## config.mk

```make
export PLATFORM = sky130hd
export DESIGN_NAME = fp_adder_seq
export DESIGN_NICKNAME = d
export VERILOG_FILES = /design/src/rtl/fp_adder_pkg.sv /design/src/rtl/fp_adder_seq_round.sv /design/src/rtl/fp_adder_seq.sv
export SDC_FILE = /design/constraint.sdc
export NUM_CORES = 1
export LEC_CHECK = 0
export CAP_MARGIN = 0
export CORE_ASPECT_RATIO = 0.8
export CORE_MARGIN = 5
export CORE_UTILIZATION = 30
export CTS_BUF_LIST = sky130_fd_sc_hd__clkbuf_4 sky130_fd_sc_hd__clkbuf_8 sky130_fd_sc_hd__clkbuf_16
export CTS_CLUSTER_SIZE = 10
export DETAILED_ROUTE_END_ITERATION = 10
export GPL_TIMING_DRIVEN = 0
export HOLD_SLACK_MARGIN = 0.02
export SYNTH_ARGS = -nofsm -noshare
export SYNTH_HDL_FRONTEND = slang
export SYNTH_HIERARCHICAL = 1
export SYNTH_SLANG_ARGS = --single-unit
```

## constraint.sdc

```tcl
create_clock -name clock -period 14.3 [get_ports clock]
set_input_delay 2.86 -clock clock [delete_from_list [all_inputs] [get_ports clock]]
set_output_delay 2.86 -clock clock [all_outputs]
set_load 0.01 [all_outputs]
```

## src/rtl/fp_adder_pkg.sv

```systemverilog
// Shared float helpers for the sequential FP adder: FSM states, binary32 view,
// canonical constants and width-generic classification functions.
package fp_adder_pkg;

  // Widest exponent/fraction fields the classification helpers accept.
  localparam int unsigned MAX_EXP  = 16;
  localparam int unsigned MAX_FRAC = 64;

  // Default (binary32) field widths.
  localparam int unsigned SP_EXP  = 8;
  localparam int unsigned SP_FRAC = 23;

  typedef enum logic [2:0] {
    IDLE,
    UNPACK,
    ALIGN,
    ADD,
    NORM,
    ROUND,
    DONE
  } state_t;

  typedef struct packed {
    logic               sign;
    logic [SP_EXP-1:0]  exp;
    logic [SP_FRAC-1:0] frac;
  } float_t;

  localparam float_t SP_QNAN    = {1'b0, {SP_EXP{1'b1}}, 1'b1, {(SP_FRAC-1){1'b0}}};
  localparam float_t SP_POS_INF = {1'b0, {SP_EXP{1'b1}}, {SP_FRAC{1'b0}}};

  // True when the low ew bits of e are all ones.
  function automatic logic exp_all_ones(input logic [MAX_EXP-1:0] e, input int unsigned ew);
    logic [MAX_EXP-1:0] mask;
    mask = MAX_EXP'((32'd1 << ew) - 32'd1);
    return e == mask;
  endfunction

  function automatic logic is_zero(input logic [MAX_EXP-1:0] e, input logic [MAX_FRAC-1:0] f);
    return (e == '0) && (f == '0);
  endfunction

  function automatic logic is_denorm(input logic [MAX_EXP-1:0] e, input logic [MAX_FRAC-1:0] f);
    return (e == '0) && (f != '0);
  endfunction

  function automatic logic is_nan(input logic [MAX_EXP-1:0] e, input logic [MAX_FRAC-1:0] f,
                                  input int unsigned ew);
    return exp_all_ones(e, ew) && (f != '0);
  endfunction

  function automatic logic is_inf(input logic [MAX_EXP-1:0] e, input logic [MAX_FRAC-1:0] f,
                                  input int unsigned ew);
    return exp_all_ones(e, ew) && (f == '0);
  endfunction

endpackage

```

## src/rtl/fp_adder_seq_round.sv

```systemverilog
// Round-to-nearest-even on a significand with guard/round/sticky bits.
module fp_round_rne
  import fp_adder_pkg::*;
#(
  parameter int unsigned FRACBITS = 23
) (
  input  logic [FRACBITS:0] sig,
  input  logic              guard,
  input  logic              round_bit,
  input  logic              sticky,
  output logic [FRACBITS:0] rounded,
  output logic              carry,
  output logic              inexact
);

  localparam int unsigned RW = FRACBITS + 2;

  logic up;

  // Increment on above-half, or exactly half with an odd LSB.
  always_comb begin
    inexact          = guard | round_bit | sticky;
    up               = guard & (round_bit | sticky | sig[0]);
    {carry, rounded} = {1'b0, sig} + RW'(up);
  end

endmodule

```

## src/rtl/fp_adder_seq.sv

```systemverilog
// Multi-cycle floating-point adder: bit-serial alignment and normalisation,
// RNE rounding, invalid/overflow/inexact flags.
// Define FP_ADDER_DENORM_EN for gradual underflow; otherwise flush-to-zero.
module fp_adder_seq
  import fp_adder_pkg::*;
#(
  parameter int unsigned EXPBITS  = 8,
  parameter int unsigned FRACBITS = 23
) (
  input  logic                      clock,
  input  logic                      reset_n,
  input  logic                      in_valid,
  output logic                      in_ready,
  input  logic [EXPBITS+FRACBITS:0] a,
  input  logic [EXPBITS+FRACBITS:0] b,
  input  logic                      sub,
  output logic                      out_valid,
  input  logic                      out_ready,
  output logic [EXPBITS+FRACBITS:0] result,
  output logic                      flag_invalid,
  output logic                      flag_overflow,
  output logic                      flag_inexact
);

  localparam int unsigned W    = 1 + EXPBITS + FRACBITS;
  localparam int unsigned SW   = FRACBITS + 4;   // hidden + fraction + G/R/S
  localparam int unsigned EW   = EXPBITS + 1;    // exponent with carry headroom
  localparam int unsigned MAXD = FRACBITS + 3;   // widest useful alignment shift
  localparam logic [EW-1:0] EXP_MAX = EW'((32'd1 << EXPBITS) - 32'd1);

  typedef struct packed {
    logic                sign;
    logic [EXPBITS-1:0]  exp;
    logic [FRACBITS-1:0] frac;
  } fp_t;

  localparam fp_t QNAN = {1'b0, {EXPBITS{1'b1}}, 1'b1, {(FRACBITS-1){1'b0}}};

  state_t             state;
  fp_t                a_q, b_q;
  logic               sign_r, eff_sub;
  logic [EW-1:0]      exp_r;
  logic [SW:0]        m_r;      // larger operand, then sum (bit SW = carry)
  logic [SW-1:0]      s_r;      // smaller operand being aligned
  logic [EXPBITS-1:0] cnt;

  // Continue normalising while there is a carry or a leading zero above the floor.
  function automatic logic need_norm(input logic [SW:0] m, input logic [EW-1:0] e);
    return m[SW] | (~m[SW-1] & (e > EW'(1)));
  endfunction

  // Unpack-stage signals
  logic               a_nan, b_nan, a_inf, b_inf, spec_c, spec_inv;
  fp_t                spec_res;
  logic [FRACBITS-1:0] fa, fb;
  logic [EXPBITS-1:0] ea, eb, e_l, e_s, diff;
  logic [SW-1:0]      sig_a, sig_b, sig_l, sig_s;
  logic               a_big, lsign, far;

  // Classify operands, pick the larger magnitude and the alignment distance.
  always_comb begin
    a_nan = is_nan(MAX_EXP'(a_q.exp), MAX_FRAC'(a_q.frac), EXPBITS);
    b_nan = is_nan(MAX_EXP'(b_q.exp), MAX_FRAC'(b_q.frac), EXPBITS);
    a_inf = is_inf(MAX_EXP'(a_q.exp), MAX_FRAC'(a_q.frac), EXPBITS);
    b_inf = is_inf(MAX_EXP'(b_q.exp), MAX_FRAC'(b_q.frac), EXPBITS);
    spec_c   = a_nan | b_nan | a_inf | b_inf;
    spec_inv = 1'b0;
    spec_res = QNAN;
    if (!(a_nan | b_nan)) begin
      if (a_inf && b_inf && (a_q.sign != b_q.sign)) begin
        spec_inv = 1'b1;
      end else if (a_inf) begin
        spec_res = a_q;
      end else begin
        spec_res = b_q;
      end
    end
`ifdef FP_ADDER_DENORM_EN
    fa = a_q.frac;
    fb = b_q.frac;
`else
    fa = is_denorm(MAX_EXP'(a_q.exp), MAX_FRAC'(a_q.frac)) ? '0 : a_q.frac;
    fb = is_denorm(MAX_EXP'(b_q.exp), MAX_FRAC'(b_q.frac)) ? '0 : b_q.frac;
`endif
    ea    = (a_q.exp == '0) ? EXPBITS'(1) : a_q.exp;
    eb    = (b_q.exp == '0) ? EXPBITS'(1) : b_q.exp;
    sig_a = {(a_q.exp != '0), fa, 3'b000};
    sig_b = {(b_q.exp != '0), fb, 3'b000};
    a_big = {a_q.exp, fa} >= {b_q.exp, fb};
    if (a_big) begin
      sig_l = sig_a; sig_s = sig_b; e_l = ea; e_s = eb; lsign = a_q.sign;
    end else begin
      sig_l = sig_b; sig_s = sig_a; e_l = eb; e_s = ea; lsign = b_q.sign;
    end
    diff = e_l - e_s;
    far  = 32'(diff) > MAXD;
  end

  // Add/subtract and single-step normalisation datapath.
  logic [SW:0]   sum_c, m_n;
  logic [EW-1:0] e_n;

  always_comb begin
    sum_c = eff_sub ? (m_r - {1'b0, s_r}) : (m_r + {1'b0, s_r});
    if (m_r[SW]) begin
      m_n = {1'b0, m_r[SW:2], m_r[1] | m_r[0]};
      e_n = exp_r + EW'(1);
    end else begin
      m_n = {m_r[SW-1:0], 1'b0};
      e_n = exp_r - EW'(1);
    end
  end

  // Rounding and packing.
  logic [FRACBITS:0]  rnd;
  logic               rnd_carry, rnd_inexact, hid_fin, ovf, tiny;
  logic [EW-1:0]      e_fin;
  logic [EXPBITS-1:0] exp_field;

  fp_round_rne #(.FRACBITS(FRACBITS)) u_round (
    .sig      (m_r[SW-1:3]),
    .guard    (m_r[2]),
    .round_bit(m_r[1]),
    .sticky   (m_r[0]),
    .rounded  (rnd),
    .carry    (rnd_carry),
    .inexact  (rnd_inexact)
  );

  // Post-round exponent, overflow and underflow detection.
  always_comb begin
    e_fin     = rnd_carry ? (exp_r + EW'(1)) : exp_r;
    hid_fin   = rnd_carry | rnd[FRACBITS];
    exp_field = hid_fin ? e_fin[EXPBITS-1:0] : '0;
    ovf       = hid_fin && (e_fin >= EXP_MAX);
`ifdef FP_ADDER_DENORM_EN
    tiny      = 1'b0;
`else
    tiny      = ~m_r[SW-1] && (m_r != '0);
`endif
  end

  // Operation sequencer with registered handshake, result and flags.
  always_ff @(posedge clock or negedge reset_n) begin
    if (!reset_n) begin
      state         <= IDLE;
      in_ready      <= 1'b1;
      out_valid     <= 1'b0;
      result        <= '0;
      flag_invalid  <= 1'b0;
      flag_overflow <= 1'b0;
      flag_inexact  <= 1'b0;
      a_q           <= '0;
      b_q           <= '0;
      sign_r        <= 1'b0;
      eff_sub       <= 1'b0;
      exp_r         <= '0;
      m_r           <= '0;
      s_r           <= '0;
      cnt           <= '0;
    end else begin
      case (state)
        IDLE: begin
          if (in_valid && in_ready) begin
            a_q      <= a;
            b_q      <= {b[W-1] ^ sub, b[W-2:0]};
            in_ready <= 1'b0;
            state    <= UNPACK;
          end
        end
        UNPACK: begin
          if (spec_c) begin
            result        <= spec_res;
            flag_invalid  <= spec_inv;
            flag_overflow <= 1'b0;
            flag_inexact  <= 1'b0;
            m_r           <= '0;
            state         <= ROUND;
          end else begin
            sign_r  <= lsign;
            eff_sub <= a_q.sign ^ b_q.sign;
            exp_r   <= EW'(e_l);
            m_r     <= {1'b0, sig_l};
            cnt     <= diff;
            if (far) begin
              s_r   <= (sig_s != '0) ? SW'(1) : '0;
              state <= ADD;
            end else begin
              s_r   <= sig_s;
              state <= (diff == '0) ? ADD : ALIGN;
            end
          end
        end
        ALIGN: begin
          s_r <= {1'b0, s_r[SW-1:2], s_r[1] | s_r[0]};
          cnt <= cnt - EXPBITS'(1);
          if (cnt == EXPBITS'(1)) state <= ADD;
        end
        ADD: begin
          m_r <= sum_c;
          if (sum_c == '0) begin
            if (eff_sub) sign_r <= 1'b0;
            state <= ROUND;
          end else begin
            state <= need_norm(sum_c, exp_r) ? NORM : ROUND;
          end
        end
        NORM: begin
          m_r   <= m_n;
          exp_r <= e_n;
          state <= need_norm(m_n, e_n) ? NORM : ROUND;
        end
        ROUND: begin
          if (!(a_nan | b_nan | a_inf | b_inf)) begin
            flag_invalid <= 1'b0;
            if (tiny) begin
              result        <= {sign_r, {(W-1){1'b0}}};
              flag_overflow <= 1'b0;
              flag_inexact  <= 1'b1;
            end else if (ovf) begin
              result        <= {sign_r, {EXPBITS{1'b1}}, {FRACBITS{1'b0}}};
              flag_overflow <= 1'b1;
              flag_inexact  <= 1'b1;
            end else begin
              result        <= {sign_r, exp_field, rnd[FRACBITS-1:0]};
              flag_overflow <= 1'b0;
              flag_inexact  <= rnd_inexact;
            end
          end
          out_valid <= 1'b1;
          state     <= DONE;
        end
        DONE: begin
          if (out_ready) begin
            out_valid <= 1'b0;
            in_ready  <= 1'b1;
            state     <= IDLE;
          end
        end
        default: state <= IDLE;
      endcase
    end
  end

endmodule

```

==> impl_metrics.py <==
metrics = {
    "critical_path": {
        "critical_path.max_fanout": 10,
        "worst-endpoint-required_ns": 14.67,
        "critical_path.n_buffers_inverters": 7,
        "critical_path.most_common_cell": "buf_1",
        "timing.reg2reg.worst_path_depth": 31,
        "critical_path.max_stage_delay_ns": 0.77,
        "r2r_end": "s_r[9]",
        "kind_of_start_point_of_the_critical_path": "flop",
        "critPathCaptureType": "flop",
        "crit_path_depth": 31,
        "critical_path.slowest_cell": "a2111oi_1",
        "ff_to_ff_start": "b_q[4]",
        "crit_family": "compound AO/OA/AOI/OAI gates",
        "path_class": "flop to flop",
        "cp-startpoint": "b_q[4]",
        "worstPathArrival_ns": 9.53,
        "worst-r2r-setup-slack_ns": 5.14,
    },
    "finish": {
        "num-nets-final": 1914,
        "syn2layout_area_growth_pct": 18.19,
        "final-instance-count-excl-fill": 2387,
        "drive_gt1_share_pct": 7.063,
        "layout.filler_cells": 4617,
        "antenna-diode-count": 0,
        "postLayoutCellArea_sq_um": 15840,
    },
    "floorplan": {
        "fp.dieArea_sq_um": 49030,
        "top_level_ports": 106,
        "die_width_um": 246.3,
        "std_cell_rows": 69,
        "initial_core_util_pct": 30.26,
        "die_h_um": 199.1,
        "total_core_area_sq_um": 44290,
    },
    "synthesis": {
        "synth.yosys.seq_area_share_pct": 33.24,
        "synthesis.instances": 1644,
        "synth_edf_count": 0,
        "yosys_warnings": 6,
        "postSynthAreaPerCell_sq_um": 8.153,
        "async_reset_ff_share_pct": 100.0,
        "synth_most_common_cell": "nand2_1",
        "synthesis.nets": 1787,
        "synth.top_cells.by_area": "dfrtp_1 (33%), nand2_1 (6.7%), ha_1 (6.7%)",
        "synth_cell_types": 83,
        "synth_flop_cell": "dfrtp_1",
        "synth_top_area_share_pct": 33.05,
        "post_synthesis_instance_area_sq_um": 13400,
        "ys_top_cells_by_count": "nand2_1 (241), dfrtp_1 (177), a21oi_1 (144)",
        "yosys_register_bits": 178,
        "synth_largest_area_cell": "dfrtp_1",
    },
    "sta": {
        "hold_viol_final": 0,
        "rsz_0062_raised_after_global_routing": "false",
        "fmaxAchievable_mhz": 109.1,
        "worst_slew_pin_slew_ns": 1.310,
        "final_period_minus_worst_setup_slack_ns": 9.162,
        "layout_setup_ws_ns": 5.138,
        "final-max-slew-violation-count": 0,
        "final.period_utilization_pct": 64.07,
        "slew_headroom_pct": 12.01,
        "finClkSkew_ns": 0.01334,
        "finalSetupTns_ns": 0,
        "setup_viol": 0,
    },
    "global_routing": {
        "grt_max_degree": 101,
        "global_route.overflow_total": 0,
        "first_global_vias": 12570,
        "initial_antenna_violation_count": 0,
        "grt_usage_pct": 18.98,
        "first_pass_grt_wire_length_um": 73060,
    },
    "clocking": {
        "post_cts_buffers": 0,
        "cts.repair.resized": 0,
        "clk_path_buf_depth": 2,
        "cts.sink_count": 178,
        "cts-hold-fix-buffers": 0,
        "cts_tree": "yes",
        "numCtsBuffers": 17,
        "worst_skew_pair.late_latency_ns": 0.46,
        "clk_pin_slew_ns": 0.07,
        "ctsRootBufferMaster": "clkbuf_16",
        "level_count_of_the_clock_h_tree": 4,
    },
    "worst_hold_path": {
        "hold-path-endpoint": "result[25]",
        "worstHoldPathType": "flop to flop",
        "worst_hold_path.num_cells": 2,
        "timing.hold.worst.start": "result[25]",
    },
    "status": {
        "status": "complete, no violations",
    },
    "route": {
        "drtAntennaViolNets": 0,
        "avgRoutedWirePerCell_um": 19.67,
        "drt_first_iter_violations": 1221,
        "first_pass_iters": 5,
        "drc_markers": 0,
        "vias_per_cell": 5.492,
        "num_vias": 13110,
        "drt-total-wl_um": 46960,
    },
    "placement": {
        "placed_cells": 2355,
        "routability_cong": 0.9680,
        "preCtsSetupSlack_ns": 5.274,
        "place_hpwl_um": 37740,
        "port_buffer_cells": 105,
        "dpl-instance-area_sq_um": 15260,
    },
    "job": {
        "drv.max_cap_violation_count": 0,
    },
}
## state kept, by name, indices dropped and copies added (netlist names), 3 cells and up
signal / cells
a_q: 32
exp_r: 9
b_q: 32
result: 32
s_r: 27
state: 3
cnt: 8
m_r: 28
## cell usage in the layout, fill, tap and decap left out, types with 28 or more instances in the layout
master	Yosys	final
mux2_2	58	58
nand4_1	28	28
o21ai_0	121	121
xnor2_1	62	62
nor2_1	133	133
dfrtp_1	177	177
a21oi_1	144	144
nor4_1	31	30
clkbuf_1	74	74
nand2_1	241	241
xor2_1	33	33
mux2i_1	36	36
o22ai_1	42	42
nand3_1	38	38
ha_1	72	72
nor3_1	38	38
a31oi_1	31	31
inv_1	61	61
clkdlybuf4s50_1	0	104
## per-layer routing
| layer | global-route usage (%) | up-vias | share of wire, % |
|---|---|---|---|
| met2 | 27.99 | 496 | 42 |
| met5 | 0 | - | 0 |
| li1 | - | 6187 | - |
| met3 | 4.654 | 51 | 8.2 |
| met1 | 28.01 | 6375 | 48 |
| met4 | 4.627 | 0 | 1.5 |
## worst max-delay path by stage
stage                         end  slack (ns)
final                      s_r[9]        5.14
after global routing       s_r[9]        4.37
after CTS                  s_r[9]        5.21
after detailed placement   s_r[9]        5.27
after global placement     b_q[6]        2.68
after floorplan           s_r[10]        7.96
## through the flow
stage | util (%) | hold WS, ns
6_report | 35.77 | 0.4752
5_1_grt | 35.77 | 0.4900
4_1_cts | 35.77 | 0.4807
3_5_place_dp | 34.45 | 0.4644
3_3_place_gp | 34.34 | 0.4640
2_1_floorplan | - | 0.4488
## cells by family (layout without fill, tap and decap cells)
family | Yosys count | after routing | share of synthesized area [%]
flip-flops | 178 | 178 | 33.24
AND/OR/NAND/NOR | 603 | 603 | 21.28
AO/OA/AOI/OAI | 445 | 445 | 20.25
buffers and inverters | 155 | 295 | 4.444
multiplexers | 94 | 94 | 7.562
XOR/XNOR | 95 | 95 | 6.208
adder cells (fa/ha/maj) | 74 | 74 | 7.020
## worst min-delay path, delay by kind of cell, from the launching register on
| family | cells | cell delay [ns] |
|---|---|---|
| simple gates | 2 | 0.10 |
| flops | 1 | 0.34 |
## final cells by class
class,instances,area [sq um],area share (%)
repair buffers,108,1095,6.912
clock inverters,14,141.4,0.8926
multi-input cells,1311,8359,52.77
clock buffers,18,439.2,2.773
flip-flops and latches,178,4456,28.13
plain buffers,93,362.8,2.291
inverters,62,232.7,1.469
well taps,603,754.5,4.763
Power is not shown: default switching activity piles up to over one toggle a cycle in this logic, so the estimate is an artifact.
